$ cat src/rtl/instruction_unit.sv
// rtl/instruction_unit.sv - fetch stage: PC/IR, req/ack instruction fetch, next-PC select.
// Optional fetch watchdog enabled by defining IU_FETCH_TIMEOUT_EN.
module instruction_unit #(
  parameter logic [31:0] RESET_PC = 32'h0000_0000,
  parameter int          TIMEOUT  = 15
) (
  input  logic        clk,
  input  logic        reset,
  input  logic        fetch,
  input  logic        pc_ld,
  input  logic [1:0]  pc_sel,
  input  logic [31:0] jr_addr,
  input  logic [31:0] im_rdata,
  input  logic        im_ack,
  output logic        im_req,
  output logic [31:0] im_addr,
  output logic [31:0] PC_out,
  output logic [31:0] IR_out,
  output logic [31:0] SE_16,
  output logic        fetch_done,
  output logic        busy,
  output logic        fetch_err
);

  typedef enum logic {
    S_IDLE  = 1'b0,
    S_FETCH = 1'b1
  } state_t;

  localparam logic [31:0] RESET_PC_ALIGNED = {RESET_PC[31:2], 2'b00};

  state_t      state_q, state_d;
  logic [31:0] pc_q, pc_d;
  logic [31:0] ir_q, ir_d;
  logic [31:0] addr_q, addr_d;
  logic        done_q, done_d;
  logic [31:0] se_16;
  logic [31:0] target;
  logic [31:0] pc_target;

`ifdef IU_FETCH_TIMEOUT_EN
  localparam int CW = (TIMEOUT < 2) ? 1 : $clog2(TIMEOUT + 1);
  localparam logic [CW-1:0] LAST_WAIT = CW'(TIMEOUT - 1);

  logic [CW-1:0] cnt_q, cnt_d;
  logic          err_q, err_d;
`endif

  assign se_16 = {{16{ir_q[15]}}, ir_q[15:0]};

  // PC already points past the current instruction, so it is the base for every target.
  always_comb begin
    target = pc_q + 32'd4;
    case (pc_sel)
      2'b00:   target = pc_q + 32'd4;
      2'b01:   target = pc_q + {se_16[29:0], 2'b00};
      2'b10:   target = {pc_q[31:28], ir_q[25:0], 2'b00};
      default: target = jr_addr;
    endcase
    pc_target = {target[31:2], 2'b00};
  end

  always_comb begin
    state_d = state_q;
    pc_d    = pc_q;
    ir_d    = ir_q;
    addr_d  = addr_q;
    done_d  = 1'b0;
`ifdef IU_FETCH_TIMEOUT_EN
    cnt_d   = cnt_q;
    err_d   = err_q;
`endif
    case (state_q)
      S_IDLE: begin
        if (pc_ld) begin
          pc_d = pc_target;
        end
        if (fetch) begin
          addr_d  = pc_ld ? pc_target : pc_q;
          state_d = S_FETCH;
`ifdef IU_FETCH_TIMEOUT_EN
          cnt_d   = '0;
`endif
        end
      end
      S_FETCH: begin
        if (im_ack) begin
          ir_d    = im_rdata;
          pc_d    = pc_q + 32'd4;
          done_d  = 1'b1;
          state_d = S_IDLE;
        end
`ifdef IU_FETCH_TIMEOUT_EN
        else if (cnt_q == LAST_WAIT) begin
          // Abandon the fetch: a NOP goes into IR and PC stays on the faulting word.
          ir_d    = 32'h0000_0000;
          err_d   = 1'b1;
          done_d  = 1'b1;
          state_d = S_IDLE;
        end else begin
          cnt_d = cnt_q + CW'(1);
        end
`endif
      end
      default: state_d = S_IDLE;
    endcase
  end

  always_ff @(posedge clk) begin
    if (reset) begin
      state_q <= S_IDLE;
      pc_q    <= RESET_PC_ALIGNED;
      ir_q    <= 32'h0000_0000;
      addr_q  <= RESET_PC_ALIGNED;
      done_q  <= 1'b0;
`ifdef IU_FETCH_TIMEOUT_EN
      cnt_q   <= '0;
      err_q   <= 1'b0;
`endif
    end else begin
      state_q <= state_d;
      pc_q    <= pc_d;
      ir_q    <= ir_d;
      addr_q  <= addr_d;
      done_q  <= done_d;
`ifdef IU_FETCH_TIMEOUT_EN
      cnt_q   <= cnt_d;
      err_q   <= err_d;
`endif
    end
  end

  assign im_req     = (state_q == S_FETCH);
  assign busy       = (state_q == S_FETCH);
  assign im_addr    = addr_q;
  assign PC_out     = pc_q;
  assign IR_out     = ir_q;
  assign SE_16      = se_16;
  assign fetch_done = done_q;
`ifdef IU_FETCH_TIMEOUT_EN
  assign fetch_err  = err_q;
`else
  // Without the watchdog TIMEOUT has no effect and the error flag never sets.
  assign fetch_err  = 1'b0 && (TIMEOUT > 0);
`endif

endmodule

$ cat config.mk
export PLATFORM = sky130hd
export DESIGN_NAME = instruction_unit
export DESIGN_NICKNAME = d
export VERILOG_FILES = /design/src/rtl/instruction_unit.sv
export SDC_FILE = /design/constraint.sdc
export NUM_CORES = 1
export LEC_CHECK = 0
export ABC_AREA = 1
export CORE_MARGIN = 2
export CORE_UTILIZATION = 40
export DETAILED_ROUTE_END_ITERATION = 12
export DONT_BUFFER_PORTS = 1
export PLACE_DENSITY_LB_ADDON = 0.3
export SLEW_MARGIN = 20
export SYNTH_ARGS = -nofsm -noshare
export SYNTH_HDL_FRONTEND = slang
export SYNTH_SLANG_ARGS = --single-unit
$ cat constraint.sdc
create_clock -name clk -period 2.5 [get_ports clk]
set_input_delay 0.625 -clock clk [delete_from_list [all_inputs] [get_ports clk]]
set_output_delay 0.625 -clock clk [all_outputs]
set_load 0.01 [all_outputs]
==> impl.org <==
** STA
- Derived from the worst setup path, the maximum achievable clock frequency is 422.8 MHz.
- For the pin with the worst max-slew slack, the measured transition is 0.7031 ns.
- Hold violation total from the final report :: 0
- Fin crit period :: 2.365 ns
- Period Utilization, post-route :: 0.9460
- Max-slew headroom :: 0.5263
- Number of endpoints failing setup at the final stage :: 0
- Max Clock Skew :: 0.01518 ns
- After routing, the total negative slack on setup checks comes to 0 ns.
- RSZ-0062 raised after global routing :: yes
- Once routing completed, OpenROAD measured the worst setup slack at 0.1349 ns.
- The count of final max-slew check failures is 0.

** Global routing
- Met2 track demand over resource :: 0.4800
- Layer with the highest usage after global routing :: met2
- Entering global routing, the biggest net connects 48 pins.
- In the global route stage, met1 resource usage came out at 0.3502.
- In the global route stage, met3 resource usage came out at 0.06656.
- For this run, the total global-route usage over all layers was measured as 0.2840.
- The number of global-route vias before repair was 8411.
- Wire length of the first global-routing pass :: 46900 µm
- The total overflow left after global routing is 0.
- Initial antenna violation count :: 0

** Flow run
- Number of max-cap violations :: 0

** Floorplan
- Initial standard-cell utilization of the core :: 0.4046
- Horizontal extent of the die :: 146.6 µm
- Top-level port count :: 203
- The core region is 0.02010 mm².
- Total die area :: 0.02149 mm²
- Overall die height :: 146.6 µm
- The floorplan has 52 rows.

** Worst setup path
- Critical-path top delay cell :: fa_1
- Number of cell instances on the worst register-to-register path :: 16
- For the worst setup path, the data arrival time is 2.66 ns.
- Critical path buffer and inverter count :: 2
- The most critical setup path has its endpoint at PC_out[22]$_SDFFE_PP0N_.
- Max stage delay on crit path :: 0.42 ns
- Kind of launch point of the worst setup path :: flip-flop
- Most frequent cell on the critical path :: nand2_1
- The worst register-to-register path ends at PC_out[22]$_SDFFE_PP0N_.
- CP delay by family, top :: simple AND/OR/NAND/NOR gates
- The critical path crosses 16 cells after its start point.
- Top fanout value on the critical path :: 4
- First element of the critical path :: PC_out[2]$_SDFFE_PP0N_
- Setup slack of the worst register-to-register path :: 0.13 ns
- Kind of critical path :: flip-flop to flip-flop
- WP data required :: 2.80 ns
- The worst register-to-register path begins at PC_out[2]$_SDFFE_PP0N_.
- The worst setup path is captured at a flip-flop.
- Crit-path cells :: ha_1 > inv_1 > fa_1 > nor2_1 > nor2_2 > inv_1 > nand2_1 > nand3_2 > nand2_1 > nand3_1 > nand3_2 > nand2_2 > nand2_1 > o21ai_1 > nand2_1 > a21oi_1

** Final layout
- From synthesis to final layout, the design area changed by 11.64%.
- Layout fillers :: 2227
- The number of antenna diodes in the final layout is 0.
- Final instance area :: 0.009081 mm²
- Count of placed standard cells in the final layout, fillers left out :: 1709
- Of the cells placed in the final design, the portion with a size suffix greater than 1 is 0.1174.
- At the end of the flow, the number of nets in the layout was 1536.
- For this run, the share of the core covered by cells in the final layout is 0.4517.

** Yosys
- In the synthesized netlist, the number of instances is 1420.
- Counting every net in the synthesized netlist gives 1522.
- Synthesis instantiated 44 different standard cells from the library.
- Post-synthesis sequential element count :: 98
- Post-synthesis instance area :: 0.008134 mm²
- Of the synthesized area, sequential elements account for 0.2412.
- Count of warnings emitted by yosys :: 0
- Synthesized area per cell :: 5.728 µm²

** Placement
- OpenSTA, run right after detailed placement, puts the worst setup slack at 0.02806 ns.
- At the end of routability-driven placement, the weighted congestion stood at 0.9499.
- Number of placed instances, taps included :: 1691
- During placement, the flow inserted port buffers numbering 0.
- Summing all placed instances gives a cell area of 0.008680 mm².
- Once detailed placement completed, the half-perimeter wirelength came to 24800 µm.

** Clock tree
- Counting the buffers created by CTS gives 9.
- Source-to-sink clock delay at the later pin of the worst-skew pair :: 0.37 ns
- The clock drives 98 sinks.
- Clock-pin slew was measured on the worst setup and hold paths at 0.08 ns.
- After clock tree synthesis, the flow added hold-fix buffers numbering 0.
- Depth of the CTS H-tree :: 3
- The root buffer cell chosen for the clock tree is clkbuf_16.
- Counting along the longest clock path gives a buffer depth of 2.
- TritonCTS clock tree :: yes

** Drt
- Count of nets left with antenna violations after detail routing :: 0
- DRC violation count after routing :: 0
- Detail-routed net length per standard cell :: 18.22 µm
- Avg Vias per Cell :: 5.264
- Drt first-iter violations :: 666
- The routed layout has 8996 vias.
- Final WL :: 31130 µm
- The first TritonRoute pass finished after 5 iterations.

** Min path
- Along the worst hold path, the cell count comes to 1.
- Worst Hold Class :: input port to flip-flop

** Power
- The analysis attributes to cell leakage a power of 4.356 nW.
- Worst VDD drop :: 0.3262 mV
- Power density normalized to cell area :: 455.0 mW/mm²

** Run status
- Run status :: completed
power breakdown:
part	internal, mW	leakage (nW)	switching, mW	total [mW]
Sequential	1.66	0.804	0.116	1.77
Combinational	0.324	3.42	0.624	0.948
Clock	0.694	0.136	0.715	1.41
metal layers:
metal  up-vias  routed length, µm  share of wire
li1       4518                  -              -
met1      4035              12950           0.42
met2       378              14380           0.46
met3        65               2530          0.081
met4         0               1275          0.041
met5         -                  0              0
metrics by stage:
step	total power, mW	hold slack, ns
after CTS	4.127	0.3111
after global routing	4.319	0.3063
after global placement	2.727	0.4985
final	4.132	0.3127
after detailed placement	2.737	0.5038
after floorplan	2.432	0.4821
logic make-up (layout without fill, tap and decap cells):
logic type      after synthesis  count (layout)  synth area share
other cells                   1               1         0.0004610
compound gates              243             243            0.1615
simple gates                751             751            0.3867
fa+ha+maj                    31              31           0.04861
buf+inv                     283             302            0.1475
flops                        98              98            0.2412
xor+xnor                     13              13           0.01400
sequential cells by signal (all words and copies together), names as in the netlist:
signal,count
fetch_done,1
IR_out,32
busy,1
im_addr,32
PC_out,32
what timing repair did:
item	4_1_cts	5_1_grt
endpoints found under the setup margin	0	27
resized for setup	0	25
buffers inserted	0	2
placed cells by master, fill, tap and decap left out, drive strengths merged, types with 4 or more instances in the layout:
cell / Yosys / final
nand2: 404 / 404
nor2: 215 / 215
inv: 194 / 197
o21ai: 127 / 127
nand3: 101 / 101
dfxtp: 98 / 98
buf: 43 / 89
a21oi: 66 / 66
ha: 30 / 30
a31oi: 20 / 20
xor2: 13 / 13
nor3: 13 / 13
o22ai: 12 / 12
clkbuf: 43 / 9
nand4: 8 / 8
o211ai: 6 / 6
o21bai: 6 / 6
clkinv: 3 / 5
nand3b: 4 / 4
synth_stat cells (all sizes together):
library cell / instances / area, µm²
and2: 3 / 18.77
o22ai: 12 / 75.07
nand2: 404 / 1544
o211ai: 6 / 45.04
clkinv: 3 / 12.51
nand3b: 4 / 30.03
a221oi: 1 / 8.760
a31o: 1 / 8.760
nor3b: 1 / 7.510
xor2: 13 / 113.9
or2: 2 / 12.52
nand4: 8 / 50.05
a221o: 1 / 10.01
clkbuf: 43 / 161.4
nor3: 13 / 96.35
conb: 1 / 3.750
dfxtp: 98 / 1962
a31oi: 20 / 125.1
nand3: 101 / 523.0
ha: 30 / 375.4
o21ai: 127 / 635.6
inv: 194 / 728.2
o221ai: 3 / 26.28
fa: 1 / 20.02
o21bai: 6 / 45.04
a21oi: 66 / 334.1
buf: 43 / 297.8
nor2: 215 / 863.3
worst min-delay path by stage:
stage	slack [ns]	start	end
floorplan	0.48	PC_out[0]$_SDFFE_PP0P_	PC_out[0]$_SDFFE_PP0P_
CTS	0.31	reset	busy$_SDFF_PP0_
detailed placement	0.50	PC_out[1]$_SDFFE_PP0P_	PC_out[1]$_SDFFE_PP0P_
global route	0.31	reset	PC_out[8]$_SDFFE_PP0N_
global placement	0.50	PC_out[1]$_SDFFE_PP0P_	PC_out[1]$_SDFFE_PP0P_
finish	0.31	reset	PC_out[9]$_SDFFE_PP0N_
area by class of cell:
cell class                      count  area, µm²  area share
Multi-Input combinational cell   1039       5067      0.5580
Inverter                          197      740.7     0.08157
Timing Repair Buffer               89      680.7     0.07495
Clock buffer                        9      225.2     0.02480
Tap cell                          270      337.8     0.03720
Sequential cell                    98       1969      0.2169
Clock inverter                      7      60.06    0.006613
Power figures use the tool's default switching activity.
